File: src/rtl/pool_pkg.sv
// Shared types and arithmetic helpers for the bias/ReLU/max-pool/requant stage.
// Latency: n/a (package only).
// Backpressure: n/a (package only).
package pool_pkg;

    localparam int INT8_MAX = 127;

    typedef enum logic [1:0] {
        IDLE,
        RUN,
        DRAIN,
        DONE
    } state_t;

    // Signed 32+32 add, clamped to the int32 range instead of wrapping.
    function automatic logic signed [31:0] sat_add32(input logic signed [31:0] a,
                                                     input logic signed [31:0] b);
        logic signed [32:0] s;
        s = {a[31], a} + {b[31], b};
        if (s[32] != s[31]) begin
            return s[32] ? 32'sh8000_0000 : 32'sh7fff_ffff;
        end
        return s[31:0];
    endfunction

    function automatic logic signed [31:0] max_s32(input logic signed [31:0] a,
                                                   input logic signed [31:0] b);
        return (a > b) ? a : b;
    endfunction

    // Round-half-up arithmetic shift, clipped to 0..127. Input is post-ReLU so
    // never negative; 33 bits keep the rounding add from overflowing.
    function automatic logic signed [7:0] requant_u8(input logic signed [31:0] value,
                                                     input logic [4:0] shift);
        logic signed [32:0] rnd;
        logic signed [32:0] acc;
        rnd = (shift == 5'd0) ? 33'sd0 : (33'sd1 <<< (shift - 5'd1));
        acc = {value[31], value} + rnd;
        acc = acc >>> shift;
        if (acc > $signed(33'(INT8_MAX))) begin
            return 8'(INT8_MAX);
        end
        return acc[7:0];
    endfunction

endpackage

File: src/rtl/pool_row_buffer.sv
// Holds one pooled-row of horizontal maxima from the even input row.
// Latency: write takes effect next edge; read is combinational.
// Backpressure: none, written/read once per odd-column sample.
module pool_row_buffer #(
    parameter int DEPTH = 14,
    parameter int IDX_W = 4
) (
    input  logic                    clk,
    input  logic                    wr_en,
    input  logic [IDX_W-1:0]        wr_idx,
    input  logic signed [31:0]      wr_data,
    input  logic [IDX_W-1:0]        rd_idx,
    output logic signed [31:0]      rd_data
);

    logic signed [31:0] mem [DEPTH];

    // Contents need no reset: every entry is written on the even row before the odd row reads it.
    always_ff @(posedge clk) begin
        if (wr_en) begin
            mem[wr_idx] <= wr_data;
        end
    end

    assign rd_data = mem[rd_idx];

endmodule

File: src/rtl/relu_maxpool_requant.sv
// Bias + ReLU, 2x2 stride-2 max-pool and int8 requant of a raster conv result stream.
// Latency: pixel valid in the cycle after the 2nd edge following the window's last sample.
// Backpressure: none; input gaps stall, outputs are never held off.
module relu_maxpool_requant
    import pool_pkg::*;
#(
    parameter int IN_SIZE = 28,
    parameter int SHIFT   = 8
) (
    input  logic                                   clk,
    input  logic                                   rst,
    input  logic                                   start,
    input  logic                                   data_valid_in,
    input  logic signed [31:0]                     data_in,
    input  logic signed [31:0]                     bias,
    output logic [$clog2((IN_SIZE/2)**2)-1:0]      out_addr,
    output logic signed [7:0]                      pixel_out,
    output logic                                   pixel_valid_out,
    output logic                                   all_done
);

    localparam int HALF   = IN_SIZE / 2;
    localparam int CNT_W  = $clog2(IN_SIZE);
    localparam int IDX_W  = CNT_W - 1;
    localparam int ADDR_W = $clog2((IN_SIZE/2)**2);
    localparam logic [CNT_W-1:0] LAST      = CNT_W'(IN_SIZE - 1);
    localparam logic [4:0]       SHIFT_AMT = 5'(SHIFT);

    if ((IN_SIZE % 2) != 0 || IN_SIZE < 4) begin : g_bad_size
        $error("relu_maxpool_requant: IN_SIZE must be even and >= 4");
    end
    if (SHIFT < 0 || SHIFT > 31) begin : g_bad_shift
        $error("relu_maxpool_requant: SHIFT must be 0..31");
    end

    state_t state, state_nxt;

    logic [CNT_W-1:0]  row, col;
    logic [ADDR_W-1:0] addr_cnt;
    logic              accept, last_sample;

    // Stage 1 registers: rectified sample plus its window position.
    logic               s1_vld;
    logic signed [31:0] s1_r;
    logic               s1_col_odd, s1_row_odd;
    logic [IDX_W-1:0]   s1_idx;

    // Stage 2 datapath.
    logic signed [31:0] h;
    logic signed [31:0] pair_max, part_rd, win_max;
    logic               buf_wr, emit;

    assign accept      = (state == RUN) && data_valid_in;
    assign last_sample = accept && (row == LAST) && (col == LAST);

    // State register.
    always_ff @(posedge clk or posedge rst) begin
        if (rst) begin
            state <= IDLE;
        end else begin
            state <= state_nxt;
        end
    end

    // Next-state and done pulse.
    always_comb begin
        state_nxt = state;
        all_done  = 1'b0;
        case (state)
            IDLE:  if (start) state_nxt = RUN;
            RUN:   if (last_sample) state_nxt = DRAIN;
            DRAIN: if (!s1_vld) state_nxt = DONE;
            DONE: begin
                all_done  = 1'b1;
                state_nxt = IDLE;
            end
            default: state_nxt = IDLE;
        endcase
    end

    // Raster position of the next accepted sample.
    always_ff @(posedge clk or posedge rst) begin
        if (rst) begin
            row <= '0;
            col <= '0;
        end else if (state == IDLE && start) begin
            row <= '0;
            col <= '0;
        end else if (accept) begin
            if (col == LAST) begin
                col <= '0;
                row <= (row == LAST) ? '0 : row + 1'b1;
            end else begin
                col <= col + 1'b1;
            end
        end
    end

    // Stage 1: saturating bias add then ReLU, tagged with window position.
    always_ff @(posedge clk or posedge rst) begin
        if (rst) begin
            s1_vld     <= 1'b0;
            s1_r       <= '0;
            s1_col_odd <= 1'b0;
            s1_row_odd <= 1'b0;
            s1_idx     <= '0;
        end else begin
            s1_vld <= accept;
            if (accept) begin
                s1_r       <= max_s32(sat_add32(data_in, bias), 32'sd0);
                s1_col_odd <= col[0];
                s1_row_odd <= row[0];
                s1_idx     <= col[CNT_W-1:1];
            end
        end
    end

    assign pair_max = max_s32(h, s1_r);
    assign win_max  = max_s32(pair_max, part_rd);
    assign buf_wr   = s1_vld && s1_col_odd && !s1_row_odd;
    assign emit     = s1_vld && s1_col_odd && s1_row_odd;

    pool_row_buffer #(
        .DEPTH (HALF),
        .IDX_W (IDX_W)
    ) u_row_buf (
        .clk     (clk),
        .wr_en   (buf_wr),
        .wr_idx  (s1_idx),
        .wr_data (pair_max),
        .rd_idx  (s1_idx),
        .rd_data (part_rd)
    );

    // Stage 2: hold even-column value, emit requantized window max on odd row/col.
    always_ff @(posedge clk or posedge rst) begin
        if (rst) begin
            h               <= '0;
            pixel_out       <= '0;
            pixel_valid_out <= 1'b0;
            out_addr        <= '0;
            addr_cnt        <= '0;
        end else begin
            pixel_valid_out <= emit;
            if (s1_vld && !s1_col_odd) begin
                h <= s1_r;
            end
            if (state == IDLE && start) begin
                addr_cnt <= '0;
                out_addr <= '0;
            end else if (emit) begin
                pixel_out <= requant_u8(win_max, SHIFT_AMT);
                out_addr  <= addr_cnt;
                addr_cnt  <= addr_cnt + 1'b1;
            end
        end
    end

endmodule

File: config.mk
export PLATFORM = sky130hd
export DESIGN_NAME = relu_maxpool_requant
export DESIGN_NICKNAME = d
export VERILOG_FILES = /design/src/rtl/pool_pkg.sv /design/src/rtl/pool_row_buffer.sv /design/src/rtl/relu_maxpool_requant.sv
export SDC_FILE = /design/constraint.sdc
export NUM_CORES = 1
export LEC_CHECK = 0
export CELL_PAD_IN_SITES_DETAIL_PLACEMENT = 2
export CELL_PAD_IN_SITES_GLOBAL_PLACEMENT = 2
export CORE_MARGIN = 3
export CORE_UTILIZATION = 48
export DETAILED_ROUTE_END_ITERATION = 8
export PLACE_DENSITY = 0.91
export SYNTH_ARGS = -nofsm -noshare
export SYNTH_HDL_FRONTEND = slang
export SYNTH_SLANG_ARGS = --single-unit
File: constraint.sdc
create_clock -name clk -period 13.9 [get_ports clk]
set_clock_uncertainty 0.05 [all_clocks]
set_input_delay 1.39 -clock clk [delete_from_list [all_inputs] [get_ports clk]]
set_output_delay 1.39 -clock clk [all_outputs]
set_load 0.01 [all_outputs]
==> impl_metrics.ini, run 1 <==
[outcome]
run_status = finished with violations
violations = DRC

[cells_and_area]
layout.nets = 2221
nFillCells = 4904
num_antenna_cells = 0
drive_above_1_share_pct = 14.88
layout_common_cells = edfxtp_1, nand2_1, a21oi_1
final_common_cell = edfxtp_1
syn_to_final_growth_pct = 14.57

[synthesis]
synth_edf_count = 448
synth_area_leaders = edfxtp_1, dfrtp_1, mux4_2
ys_seq_elements = 556
netlist_instances = 1951
ys_types = 90
ys_warn_count = 0
synth.avg_cell_area_sq_um = 13.66
syn_area_sq_mm = 0.02666
synthArstFlopShare_pct = 19.42
synth_top_area_share_pct = 50.46
yosys_most_used_dff = edfxtp_1
yosys.area.top_type = edfxtp_1
syn_nets = 2125
synth-seq-area-share_pct = 60.60

[grt]
grt_pass1_vias = 21718
antenna_found_initial = 0
grtUsageTotal_pct = 35.74
grt_max_degree = 92
grt_pass1_wl_microns = 154800
grt_overflow = 0

[cts]
cts_tree = built
ctsHoldBuffers = 0
clk_pin_slew_worst_paths_ns = 0.07
cts_resized = 0
cts_sinks = 556
cts-root-buf = clkbuf_16
htreeDepth = 2
cts_buffers = 58
clkLatencyLatePin_ns = 0.64
post_cts.repair.setup_buffers = 0
clockBufferDepth = 3

[critical_path]
regToRegEndpoint = pixel_out[1]
startpoint_type = register
path_class = reg2reg
critPathSlowestCell = a21oi_1
r2r_start = s1_r[31]
reg2reg_slack_ns = 3.02
cp_data_required_time_ns = 14.27
crit_arrival_ns = 11.25
cp_common_cell = o21ai_0
cp_max_fo = 45
critical_path.max_stage_delay_ns = 1.15
r2r_cells = 28
crit_path_end_kind = register

[timing]
slew_viol_final = 0
worstMarginPinSlew_ns = 1.465
finalSetupViolations = 0
min_period_ns = 10.88
slew_headroom_pct = 2.346
max_freq_mhz = 91.94
tns_ns = 0
hold_viol = 0
period_share_pct = 78.25
rsz0062_at_grt = no

[route]
route.detailed.drc = 1
wirelength_microns = 105200
ant_nets = 0
dr.pass1.iters = 7
drt_iter0_drc = 2326
vias_per_cell = 6.984
via_count = 19807
wl_per_cell_microns = 37.11

[floorplanning]
die_x_microns = 241.7
die-height_microns = 241.7
die-area_sq_mm = 0.05840
ios = 86
core_sq_mm = 0.05435
rows = 85
start_util_pct = 49.05

[placement]
portBuffers = 85
hpwl_microns = 59160
globalplace.congestion = 0.8922

[worst_hold_path]
hp-class = reg2reg
whs_path_depth = 2
min-delay-start = s1_row_odd
min_to = s1_row_odd

[flow_run]
max_cap_violations = 0
-- stage by stage --
step	area (sq um)	hold WS [ns]	cells	utilization (%)	setup WS (ns)
after global routing	30540	0.5267	2836	56.20	2.983
after detailed placement	28440	0.4511	2725	52.34	3.597
after floorplan	26660	0.4098	1951	-	5.740
after CTS	30520	0.4983	2835	56.16	2.920
final	30540	0.5040	2836	56.20	3.024
after global placement	28440	0.4280	2725	52.34	4.610
-- metal layers --
metal / track usage (%) / part of all wire [%] / up-vias
met2: 59.91 / 49 / 1272
li1: - / - / 7739
met1: 44.78 / 38 / 10352
met5: 0 / 0 / -
met4: 18.97 / 6.3 / 0
met3: 5.949 / 7.5 / 444
-- worst max-delay path, delay by kind of cell (launching register included) --
| family | cells | cell delay, ns |
|---|---|---|
| compound gates | 16 | 6.95 |
| fa+ha+maj | 3 | 1.07 |
| buf+inv | 4 | 1.00 |
| flops | 1 | 0.36 |
| simple gates | 5 | 1.18 |
-- worst max-delay path by stage --
stage / from / endpoint / slack, ns / cells past startpoint
after floorplan: s1_r[14] / pixel_out[6] / 5.74 / 34
after global placement: h[31] / pixel_out[6] / 4.61 / 27
after detailed placement: s1_r[31] / pixel_out[1] / 3.60 / 29
after CTS: s1_r[31] / pixel_out[1] / 2.92 / 29
after global routing: s1_r[31] / pixel_out[1] / 2.98 / 29
final: s1_r[31] / pixel_out[1] / 3.02 / 28
-- layout make-up --
cell class | instances | area (sq um) | share of cell area (%)
clock buffer | 62 | 1488 | 4.871
clock inverter | 48 | 591.8 | 1.938
inverter | 66 | 250.2 | 0.8193
multi-input combinational | 1235 | 9920 | 32.48
sequential | 556 | 16170 | 52.94
tap | 739 | 924.6 | 3.027
timing repair buffer | 130 | 1201 | 3.933
-- cell usage after synthesis, drive strengths merged, types with 33 or more instances --
cell type,count
a21oi,129
buf,33
clkbuf,61
dfrtp,108
edfxtp,448
ha,105
inv,66
mux2i,63
mux4,99
nand2,166
nand3,36
nor2,130
o21ai,93
o22ai,46
-- sequential cells by signal, summed over array words and instances (netlist names) --
| name | count |
|---|---|
| h | 32 |
| addr_cnt | 8 |
| s1_col_odd | 1 |
| pixel_valid_out | 1 |
| s1_r | 32 |
| state | 2 |
| s1_vld | 1 |
| out_addr | 8 |
| s1_idx | 4 |
| u_row_buf.mem | 448 |
| col | 5 |
| pixel_out | 8 |
| row | 5 |
| s1_row_odd | 1 |
-- kinds of logic (layout without fill, tap and decap cells) --
family / Yosys count / in the layout / synth area share [%]
buffers and inverters: 160 / 306 / 2.633
and+or+nand+nor: 474 / 474 / 8.345
adders and majority gates: 106 / 106 / 5.003
DFF: 556 / 556 / 60.60
AOI/OAI and AO/OA: 427 / 427 / 10.26
muxes: 189 / 189 / 11.87
xor gates and xnor gates: 39 / 39 / 1.281
Power of run 1 is left out: the tool's default activity adds up to more than one toggle a clock period on the data nets, which glitch-free logic cannot reach.
==> inputs of run 2 (changes only) <==
- CORE_UTILIZATION: 48 -> 45
- PLACE_DENSITY: 0.91 -> 0.87
- clock period: 13.9 -> 10.75 ns (I/O delays scaled with it)
==> run 2 against run 1 <==
Effect of this change: the run now ends clean; register-to-register slack lost 2.9 ns; via count shrank 2.6%; count of clock-buffer cells in the layout grew 11; utilization shrank 4.0 points; setup slack lost 2.9 ns; cell count grew 0.81%; design area shrank 0.70%; non-clock buffer count shrank 1; first-iteration DRC count shrank 14%; hold slack lost 0.045 ns; die area grew 6.5%; critical path type unchanged.
==> impl_metrics.ini, run 2 (same netlist as run 1, synthesis figures left out) <==
[timing]
worstMarginPinSlew_ns = 1.437
slew_viol_final = 0
max_freq_mhz = 94.16
hold_viol = 0
tns_ns = 0
rsz0062_at_grt = no
finalSetupViolations = 0
period_share_pct = 98.79
slew_headroom_pct = 4.173
min_period_ns = 10.62

[cts]
htreeDepth = 2
ctsHoldBuffers = 0
cts_sinks = 556
post_cts.repair.setup_buffers = 0
clockBufferDepth = 3
cts-root-buf = clkbuf_16
cts_resized = 0
clkLatencyLatePin_ns = 0.65
cts_buffers = 58
cts_tree = built
clk_pin_slew_worst_paths_ns = 0.07

[cells_and_area]
drive_above_1_share_pct = 14.80
multiInputGateArea_sq_mm = 0.009920
ff_latch_area_sq_mm = 0.01617
largest_register_ffs = 448
reg_top3 = u_row_buf.mem: 448 flops, h: 32 flops, s1_r: 32 flops
final_common_cell = edfxtp_1
top_register = u_row_buf.mem
nFillCells = 5486
syn_to_final_growth_pct = 13.78
num_antenna_cells = 0
layout.nets = 2220
layout_common_cells = edfxtp_1, nand2_1, a21oi_1

[grt]
antenna_found_initial = 2
grt-busiest-layer = met2
grt_max_degree = 112
grt_use_met1_pct = 39.43
grt_pass1_wl_microns = 146500
grt_pass1_vias = 21107
grt_use_met3_pct = 5.617
grt_overflow = 0
grtUsageTotal_pct = 31.58
use_met2_pct = 52.49

[critical_path]
critPathSlowestCell = nor2_1
critical_path.max_stage_delay_ns = 0.93
critPathTopFamily = compound AO/OA/AOI/OAI gates
cp_max_fo = 22
worst-path-buf-inv = 3
startpoint_type = register
path_class = reg2reg
r2r_cells = 27
crit_cells = 27
cp_data_required_time_ns = 11.15
crit_path_end_kind = register
cp_common_cell = ha_1
crit_arrival_ns = 11.02

[route]
wirelength_microns = 99010
drt_iter0_drc = 2008
route.detailed.drc = 0
dr.pass1.iters = 8
vias_per_cell = 6.748
via_count = 19292
ant_nets = 0
wl_per_cell_microns = 34.63

[worst_hold_path]
hp-class = reg2reg
whs_path_depth = 2

[placement]
hpwl_microns = 55750
portBuffers = 85
globalplace.congestion = 0.8458

[floorplanning]
ios = 86
start_util_pct = 45.85
core_sq_mm = 0.05814
die_x_microns = 249.4
die-area_sq_mm = 0.06220
die-height_microns = 249.4
rows = 88

[flow_run]
max_cap_violations = 0

[outcome]
run_status = completed
==> run 2: changes by cell type in the layout (fill, tap and decap cells not counted), sizes merged <==
cell	change
clkinvlp	-2
inv	+2
clkinv	-4
bufinv	-9
clkbuf	+11
buf	-1
==> run 2: final timing paths <==
check	to	startpoint	slack [ns]
max	pixel_out[5]	s1_r[31]	0.13
max reg2reg	pixel_out[5]	s1_r[31]	0.13
max in group asynchronous	s1_idx[1]	rst	8.31
min	s1_row_odd	s1_row_odd	0.46
min reg2reg	s1_row_odd	s1_row_odd	0.46
min in group asynchronous	addr_cnt[7]	rst	0.76
==> run 2: area by class of cell <==
class	instances	share of cell area, %
repair buffers	129	3.935
clock inverters	35	0.9364
multi-input cells	1235	32.70
flip-flops and latches	556	53.31
well taps	765	3.156
inverters	66	0.8250
clock buffers	73	5.136
==> run 2: tightest hold or removal path, stage by stage (launching register included) <==
cell,delay (ns)
dfrtp_1,0.36
nand2_1,0.06
nand2_1,0.06
==> run 2: layer usage <==
metal / vias up / routed length, microns
li1: 7749 / -
met1: 9911 / 36730
met2: 1207 / 47930
met3: 423 / 7924
met4: 2 / 6406
met5: - / 13
==> run 2: through the flow <==
stage / instances / hold slack [ns] / util [%] / setup WS, ns / cell area [sq um]
global placement: 2750 / 0.4172 / 48.97 / 2.342 / 28470
global route: 2859 / 0.5167 / 52.17 / 0.1586 / 30330
CTS: 2858 / 0.4609 / 52.14 / 0.1705 / 30310
floorplan: 1951 / 0.4098 / - / 2.590 / 26660
detailed placement: 2750 / 0.4441 / 48.97 / 1.344 / 28470
finish: 2859 / 0.4592 / 52.17 / 0.1296 / 30330
Power of run 2 is left out for the same reason.
==> patch (settings of run 1) <==
Encoding of `state_t`: now one-hot (4 bits for 4 states).
--- a/src/rtl/pool_pkg.sv
+++ b/src/rtl/pool_pkg.sv
@@ -5,11 +5,11 @@
 
     localparam int INT8_MAX = 127;
 
-    typedef enum logic [1:0] {
-        IDLE,
-        RUN,
-        DRAIN,
-        DONE
+    typedef enum logic [3:0] {
+        IDLE  = 4'b0001,
+        RUN   = 4'b0010,
+        DRAIN = 4'b0100,
+        DONE  = 4'b1000
     } state_t;
 
     // Signed 32+32 add, clamped to the int32 range instead of wrapping.
Formal check against the unedited RTL: no difference found for any inputs over 4 cycles, from zero or initial values and one cycle with rst high; so few cycles prove little.
==> patch against run 1 <==
- setup slack got worse by 520 ps
- first-iteration DRC count shrank 11%
- sequential cell count rose by 2
- routed wire length shrank 3.9%
- count of clock-buffer cells in the layout up 7
- synthesized area shrank 0.92%
- final area shrank 1.5%
- fmax fell by 4.5%
==> patch: results (changes against run 1) <==
[metrics] vias after detailed routing: 19400 (was 19800)
[metrics] placed instance area: 0.0282 mm^2 (was 0.0284 mm^2)
[metrics] fraction of final layout cells sized beyond drive strength 1: 14.5% (was 14.9%)
[metrics] vias in the first global route: 21100 (was 21700)
[metrics] Global Route met1 Usage: 45.2% (was 44.8%)
[metrics] setup slack of the worst register-to-register path: 2510 ps (was 3020 ps)
[metrics] Largest stage delay, worst path: 1220 ps (was 1150 ps)
[metrics] ratio of routed vias to standard cells: 6.98 (about the same)
[metrics] run status: finished clean (was finished, violations left)
[metrics] overall fraction of global-route tracks in use: 35.4% (was 35.7%)
[metrics] leading post-synthesis cells by instance count: edfxtp_1 (448), nand2_1 (164), nor2_1 (139) (was edfxtp_1 (448), nand2_1 (166), nor2_1 (130))
[metrics] initial antenna violation count: 1 (was 0)
[metrics] last element of the critical path: pixel_out[6] (was pixel_out[1])
[metrics] cell count of the worst reg-to-reg path: 27 (was 28)
[metrics] final layout net count: 2196 (was 2221)
[metrics] Synth cell types: 77 (was 90)
[metrics] Mapped Avg Cell Area: 13.7 um^2 (about the same)
[metrics] Critical Path Slowest Stage Cell: o21ai_1 (was a21oi_1)
[metrics] weighted congestion reported at the end of routability-driven placement: 0.897 (was 0.892)
[metrics] number of detailed-route iterations in the first pass: 5 (was 7)
[metrics] wire length of the first global-routing pass: 150000 um (was 155000 um)
[metrics] total placed cells including tap cells: 2661 (was 2725)
[metrics] largest driver fanout on the critical path: 62 (was 45)
[metrics] worst hold start: out_addr[6] (was s1_row_odd)
[metrics] met3 demand-to-capacity share in global routing: 6.13% (was 5.95%)
[metrics] detailed placement HPWL: 58500 um (was 59200 um)
[metrics] pin count of the biggest net entering global routing: 83 (was 92)
[metrics] relative slew slack: 4.29% (was 2.35%)
[patch: area by class of cell]
class                           count  area [um^2]  share of cell area (%)
Timing Repair Buffer              132         1220                    4.06
Tap cell                          696          871                    2.90
Multi-Input combinational cell   1209         9650                    32.1
Sequential cell                   558        16200                    53.9
Clock buffer                       69         1510                    5.03
Inverter                           68          258                   0.857
Clock inverter                     39          349                    1.16
[patch: per-layer routing]
metal  share of wire, %  vias to the layer above
met1                 38                    10100
met2                 48                     1286
met5              0.012                        -
li1                   -                     7596
met3                7.7                      408
met4                6.2                        2
[patch: cell families after synthesis]
logic type,after synthesis,share of synthesized area (%)
adder cells (fa/ha/maj),101,4.81
flip-flops,558,61.4
multiplexers,190,12.0
XOR/XNOR,48,1.59
AO/OA/AOI/OAI,395,9.24
buffers and inverters,158,2.61
AND/OR/NAND/NOR,475,8.35
[patch: through the flow]
step                hold WS [ps]  setup slack (ps)
floorplan                    406              5500
global placement             434              4840
detailed placement           471              3750
CTS                          498              2630
global route                 506              2190
finish                       494              2510
